<file path="src/rtl/hub75_pkg.sv">
`timescale 1ns/1ps
// Shared types and width helpers for the HUB75 receive capture block.
package hub75_pkg;

  typedef struct packed {
    logic r;
    logic g;
    logic b;
  } pix_t;

  typedef enum logic {
    ST_IDLE  = 1'b0,
    ST_DRAIN = 1'b1
  } state_t;

  function automatic int row_width_f(input int vpix, input int segs);
    return (vpix / segs > 1) ? $clog2(vpix / segs) : 1;
  endfunction

  function automatic int plane_width_f(input int bpp);
    return (bpp > 1) ? $clog2(bpp) : 1;
  endfunction

endpackage

</file>
<file path="src/rtl/hub75_in_sync.sv">
`timescale 1ns/1ps
// Two-flop synchronizer per input bit, plus a rising-edge detector on the synchronized level.
module hub75_in_sync #(
  parameter int W = 1
) (
  input  logic         clk,
  input  logic         rst_n,
  input  logic [W-1:0] d,
  output logic [W-1:0] q,
  output logic [W-1:0] rise
);

  logic [W-1:0] s_p0, s_p1, s_p2;

  always_ff @(posedge clk or negedge rst_n) begin
    if (!rst_n) begin
      s_p0 <= '0;
      s_p1 <= '0;
      s_p2 <= '0;
    end else begin
      s_p0 <= d;
      s_p1 <= s_p0;
      s_p2 <= s_p1;
    end
  end

  assign q    = s_p1;
  assign rise = s_p1 & ~s_p2;

endmodule

</file>
<file path="src/rtl/hub75_rx_capture.sv">
`timescale 1ns/1ps
// HUB75 receive capture: samples the panel bus, assembles one line per latch and
// replays it column by column over a valid/ready write port tagged with row and bit-plane.
module hub75_rx_capture
  import hub75_pkg::*;
#(
  parameter int  hpixel_p    = 64,
  parameter int  vpixel_p    = 64,
  parameter int  bpp_p       = 8,
  parameter int  segments_p  = 2,
  localparam int addr_width  = $clog2(hpixel_p * vpixel_p),
  localparam int row_width   = row_width_f(vpixel_p, segments_p),
  localparam int plane_width = plane_width_f(bpp_p)
) (
  input  logic                    clk,
  input  logic                    rst_n,
  input  logic                    i_enable,
  input  logic                    O_CLK,
  input  logic                    STB,
  input  logic                    OE,
  input  logic                    A,
  input  logic                    B,
  input  logic                    C,
  input  logic                    D,
  input  logic                    E,
  input  logic                    R1,
  input  logic                    G1,
  input  logic                    B1,
  input  logic                    R2,
  input  logic                    G2,
  input  logic                    B2,
  output logic                    o_wr_valid,
  input  logic                    i_wr_ready,
  output logic [addr_width-1:0]   o_wr_addr,
  output logic [plane_width-1:0]  o_wr_plane,
  output logic [segments_p*3-1:0] o_wr_data,
  output logic                    o_len_err,
  output logic                    o_overrun,
  input  logic                    i_err_clr
);

  localparam int col_width = $clog2(hpixel_p + 1);
  localparam int idx_width = (hpixel_p > 1) ? $clog2(hpixel_p) : 1;
  localparam logic [col_width-1:0]   col_full   = col_width'(hpixel_p);
  localparam logic [idx_width-1:0]   col_last   = idx_width'(hpixel_p - 1);
  localparam logic [plane_width-1:0] plane_last = plane_width'(bpp_p - 1);

  typedef logic [segments_p*3-1:0] word_t;

  logic [13:0] sync_d, sync_q, sync_rise;
  pix_t [1:0]  pix_in;
  word_t       word_in;
  logic [4:0]  row_bits;
  logic [row_width-1:0] row_in;
  logic        clk_rise, stb_rise, latch_ok, unused_sync;

  assign sync_d = {OE, STB, O_CLK, E, D, C, B, A, R2, G2, B2, R1, G1, B1};

  hub75_in_sync #(.W(14)) u_sync (
    .clk  (clk),
    .rst_n(rst_n),
    .d    (sync_d),
    .q    (sync_q),
    .rise (sync_rise)
  );

  assign pix_in      = sync_q[5:0];
  assign word_in     = pix_in[segments_p-1:0];
  assign row_bits    = sync_q[10:6];
  assign row_in      = row_bits[row_width-1:0];
  assign clk_rise    = sync_rise[11];
  assign stb_rise    = sync_rise[12];
  // OE is carried through the synchronizer for timing symmetry only.
  assign unused_sync = ^{sync_q[13:11], sync_rise[13], sync_rise[10:0], row_bits};

  state_t                 state, state_nxt;
  logic [idx_width-1:0]   drain_col, drain_col_nxt;
  logic [col_width-1:0]   col_cnt;
  logic [row_width-1:0]   prev_row;
  logic [plane_width-1:0] plane_cnt, plane_nxt;
  logic                   have_prev;
  word_t                  shift_buf [hpixel_p];
  word_t                  line_buf  [hpixel_p];

  assign latch_ok = stb_rise && i_enable && (state == ST_IDLE);

  // Column counter saturates so surplus shift clocks never overwrite stored pixels.
  always_ff @(posedge clk or negedge rst_n) begin
    if (!rst_n) begin
      col_cnt <= '0;
    end else if (i_enable) begin
      if (stb_rise)
        col_cnt <= '0;
      else if (clk_rise && col_cnt != col_full)
        col_cnt <= col_cnt + 1'b1;
    end
  end

  always_ff @(posedge clk) begin
    if (i_enable && clk_rise && !stb_rise && col_cnt != col_full)
      shift_buf[col_cnt[idx_width-1:0]] <= word_in;
    if (latch_ok)
      line_buf <= shift_buf;
  end

  // Repeated latches of one row walk through the bit-planes; a new row restarts at 0.
  always_comb begin
    if (!have_prev || row_in != prev_row)
      plane_nxt = '0;
    else if (plane_cnt == plane_last)
      plane_nxt = '0;
    else
      plane_nxt = plane_cnt + 1'b1;
  end

  always_ff @(posedge clk or negedge rst_n) begin
    if (!rst_n) begin
      prev_row  <= '0;
      plane_cnt <= '0;
      have_prev <= 1'b0;
    end else if (!i_enable) begin
      have_prev <= 1'b0;
    end else if (latch_ok) begin
      prev_row  <= row_in;
      plane_cnt <= plane_nxt;
      have_prev <= 1'b1;
    end
  end

  always_ff @(posedge clk or negedge rst_n) begin
    if (!rst_n) begin
      o_len_err <= 1'b0;
      o_overrun <= 1'b0;
    end else begin
      if (stb_rise && i_enable && col_cnt != col_full)
        o_len_err <= 1'b1;
      else if (i_err_clr)
        o_len_err <= 1'b0;
      if (stb_rise && i_enable && state == ST_DRAIN)
        o_overrun <= 1'b1;
      else if (i_err_clr)
        o_overrun <= 1'b0;
    end
  end

  always_ff @(posedge clk or negedge rst_n) begin
    if (!rst_n) begin
      state     <= ST_IDLE;
      drain_col <= '0;
    end else begin
      state     <= state_nxt;
      drain_col <= drain_col_nxt;
    end
  end

  always_comb begin
    state_nxt     = state;
    drain_col_nxt = drain_col;
    unique case (state)
      ST_IDLE: begin
        if (latch_ok) begin
          state_nxt     = ST_DRAIN;
          drain_col_nxt = '0;
        end
      end
      ST_DRAIN: begin
        if (i_wr_ready) begin
          if (drain_col == col_last) begin
            state_nxt     = ST_IDLE;
            drain_col_nxt = '0;
          end else begin
            drain_col_nxt = drain_col + 1'b1;
          end
        end
      end
      default: state_nxt = ST_IDLE;
    endcase
  end

  // Write fields are zeroed outside DRAIN and only move on an accepted transfer.
  assign o_wr_valid = (state == ST_DRAIN);
  assign o_wr_addr  = o_wr_valid ? addr_width'(int'(prev_row) * hpixel_p + int'(drain_col)) : '0;
  assign o_wr_plane = o_wr_valid ? plane_cnt : '0;
  assign o_wr_data  = o_wr_valid ? line_buf[drain_col] : '0;

endmodule

</file>
<file path="config.mk">
export PLATFORM = sky130hd
export DESIGN_NAME = hub75_rx_capture
export DESIGN_NICKNAME = d
export VERILOG_FILES = /design/src/rtl/hub75_pkg.sv /design/src/rtl/hub75_in_sync.sv /design/src/rtl/hub75_rx_capture.sv
export SDC_FILE = /design/constraint.sdc
export NUM_CORES = 1
export LEC_CHECK = 0
export BUFFER_PORTS_ARGS = -buffer_cell sky130_fd_sc_hd__buf_2
export CAP_MARGIN = 0
export CORE_ASPECT_RATIO = 2
export CORE_MARGIN = 1.5
export CORE_UTILIZATION = 55
export DETAILED_ROUTE_END_ITERATION = 8
export GPL_TIMING_DRIVEN = 0
export PLACE_DENSITY = 0.71
export SLEW_MARGIN = 20
export SYNTH_ARGS = -nofsm -noshare
export SYNTH_HDL_FRONTEND = slang
export SYNTH_SLANG_ARGS = --single-unit
</file>
<file path="constraint.sdc">
create_clock -name clk -period 13.75 [get_ports clk]
set_clock_uncertainty 0.2 [all_clocks]
set_input_delay 3.4375 -clock clk [delete_from_list [all_inputs] [get_ports clk]]
set_output_delay 3.4375 -clock clk [all_outputs]
set_load 0.02 [all_outputs]
</file>
==> results.toml <==
[drt]
vias = 12500
ant_nets = 0
drt_iter0_drc = 1133
dr.pass1.iters = 5
vias_per_cell = 5.90
wl_per_cell_um = 26.9
route.detailed.drc = 0
drt-total-wl_mm = 56.9

[yosys]
synth_xor_area_share_pct = 0.214
synth.distinct_cells = 50
synth_edf_count = 768
synthCells = 1302
synth_simple_gate_area_share_pct = 3.24
post_synth_instance_area_um2 = 28600
syn_nets = 1326
yosysSeqAreaShare_pct = 85.2
synth_area_leaders = "edfxtp_1 81%, mux4_2 6.3%, dfrtp_1 4.6%"
synth_async_sr_flop_share_pct = 6.46
synth_area_per_cell_um2 = 22.0
ys_seq_elements = 821
yosys_warnings = 0
synthFlopType = "edfxtp_1"
synth.mux.area_fraction_pct = 7.89
synth_top_family_by_area = "multiplexers"
yosys.area_share.adder_pct = 0.219
yosys.area.top_type = "edfxtp_1"
netlist.area_leader.share_pct = 80.6
synth_compound_area_share_pct = 2.32

[critical_path]
crit_end = "o_wr_data[1]"
reg2reg_depth = 7
rr_startpoint = "col_cnt[0]"
r2r_slack_ns = 9.91
crit_fanout = 10
end_kind = "output pin"
crit_path_start_kind = "register"
critPathRequiredTime_ns = 10.11
crit_type = "register to output pin"
arrival_ns = 3.78
worstReg2RegEnd = "shift_buf[131]"
crit_start = "drain_col[3]"

[floorplanning]
die-height_um = 326
start_util_pct = 55.6
rows = 118
die_w_um = 164
io_pins = 43
core_area_um2 = 51500
dieArea_um2 = 53500

[cells_and_area]
antenna_cells = 0
design_area_um2 = 31700
regArea_um2 = 24400
fin_nets = 1433
final_cells = 2118
multi_input_area_um2 = 3980
fin_util_pct = 61.6
fillers = 3400
drive_gt1_share_pct = 18.1
area_growth_pct = 10.9

[pwr]
powerDensity_nw_per_um2 = 165
ir_worst_vdd_uv = 176
power.leakage_nw = 10.1

[sta]
max_slew_margin_pct = 30.4
rsz0062_at_grt = "no"
maxSlewViolCount = 0
finalCritPeriodShare_pct = 54.0
fmax_mhz = 135
tns_ns = 0
worst_pin_slew_ns = 1.04
min_period_ns = 7.42
hold_violations = 0
final-setup-viol-count = 0

[cts]
tritoncts = "built"
ctsResizeCount = 0
clkTransAtPathRegs_ns = 0.07
clock_latency_ns = 0.62
cts_setup_buffers = 0
cts_root_buffer = "clkbuf_16"
cts_sinks = 821
clock_path_buffers = 3
htree_levels = 2
ctsHoldBuffers = 0
cts_buffers = 60

[placement]
io_buffers = 40
routabilityCongestion = 0.842
dpl.cell_count = 2007
place_hpwl_mm = 36.6
post_dp_cell_area_um2 = 29800

[global_route]
grt_pass1_vias = 12900
grt_usage_pct = 22.0
grt_max_degree = 160
grt_pass1_wl_mm = 82.5
antenna_found_initial = 1
gr-total-overflow = 0

[hold_path]
hold_class = "register to register"

[outcome]
status = "completed"

[job]
maxCapViolCount = 0
==> synth_stat cells (2+ instances only) <==
master and count:
mux2i_1 40, and2_1 19, nand3b_1 6, ha_1 5, xor2_1 2, a211oi_1 4
buf_2 15, o31ai_1 2, nand4b_1 2, nor3_1 2, xnor2_1 5, a21oi_1 14
nor2b_1 8, inv_1 4, mux4_2 80, o21ai_0 23, dfrtp_1 53, or3_1 2
nor2_2 2, or3b_2 4, mux2_2 5, buf_4 3, a22oi_1 38, a22o_1 4
edfxtp_1 768, nand2_1 28, nand2b_1 3, o22ai_1 8, nand3_1 22, nor2_1 77
buf_6 3, a221o_1 2, buf_1 6, nand4_1 6, clkbuf_1 22
==> worst min-delay path by stage <==
| stage | from | end | depth (start not counted) |
|---|---|---|---|
| 5_1_grt | u_sync.s_p0[4] | u_sync.q[4] | 0 |
| 3_5_place_dp | u_sync.s_p0[7] | u_sync.q[7] | 0 |
| 4_1_cts | u_sync.s_p0[8] | u_sync.q[8] | 0 |
| 6_report | u_sync.s_p0[8] | u_sync.q[8] | 0 |
| 3_3_place_gp | u_sync.s_p0[12] | u_sync.q[12] | 0 |
| 2_1_floorplan | u_sync.s_p0[0] | u_sync.q[0] | 0 |
==> flip-flops by register name, indices dropped and copies added (netlist names) <==
register	count
col_cnt	7
drain_col	6
have_prev	1
line_buf	384
o_len_err	1
o_overrun	1
o_wr_valid	1
plane_cnt	3
prev_row	5
shift_buf	384
u_sync.q	13
u_sync.s_p0	13
u_sync.s_p2	2
==> per-layer routing <==
metal / routed length [um] / share of wire [%] / up-vias / global-route usage [%]
met5: 9 / 0.016 / - / 0
met4: 2470 / 4.3 / 2 / 9.80
met3: 3160 / 5.6 / 122 / 3.32
met2: 31700 / 56 / 478 / 40.6
met1: 19500 / 34 / 6451 / 24.9
li1: - / - / 5438 / -
==> logic make-up after synthesis <==
family | after synthesis
buffers and inverters | 55
other | 1
multiplexers | 125
flip-flops | 821
AO/OA/AOI/OAI | 100
XOR/XNOR | 7
adder cells (fa/ha/maj) | 5
AND/OR/NAND/NOR | 188
==> layout by cell type, fill, tap and decap left out, types with 5 or more instances in the layout <==
master / synthesis / final
mux2i_1: 40 / 40
nor2_1: 77 / 77
xnor2_1: 5 / 5
ha_1: 5 / 5
o22ai_1: 8 / 8
clkinv_2: 0 / 14
mux4_2: 80 / 80
o21ai_0: 23 / 23
a22oi_1: 38 / 38
clkinv_4: 0 / 5
clkbuf_8: 0 / 5
edfxtp_1: 768 / 768
and2_1: 19 / 19
clkbuf_1: 22 / 32
nand3_1: 22 / 22
nand2_1: 28 / 28
nor2b_1: 8 / 8
nand4_1: 6 / 6
clkbuf_16: 0 / 61
buf_1: 6 / 6
mux2_2: 5 / 5
dfrtp_4: 0 / 5
a21oi_1: 14 / 14
buf_2: 15 / 54
nand3b_1: 6 / 6
clkinv_1: 1 / 6
dfrtp_1: 53 / 47
==> worst max-delay path: stages, from the launching register on <==
cell and delay, ns:
dfrtp_1 0.53, buf_2 0.39, nor2b_1 0.25, clkbuf_1 0.62, a22oi_1 0.24, a21oi_1 0.40
a21oi_1 0.10, o21ai_0 0.39, buf_2 0.25
==> per-stage QoR <==
step | hold slack, ns | setup slack, ns | total power, mW
after detailed placement | 0.135 | 7.10 | 3.57
after global placement | 0.133 | 2.62 | 3.56
after floorplan | 0.131 | 4.55 | 3.26
after CTS | 0.147 | 6.41 | 5.28
final | 0.146 | 6.33 | 5.24
after global routing | 0.154 | 6.29 | 5.39
==> report_power, final <==
part           internal [mW]  leakage [nW]  switching (mW)
clock network          0.923         0.962           0.810
registers               2.73          7.55          0.0269
logic                  0.278          1.59           0.479
total                   3.93          10.1            1.32
==> cell type report <==
cell class	instances	area share, %
flip-flops and latches	821	76.9
multi-input cells	426	12.5
clock buffers	77	5.16
well taps	660	2.60
repair buffers	45	1.00
clock inverters	34	0.950
plain buffers	50	0.765
inverters	5	0.0985
Note: power is estimated with default switching activity, not from simulation.
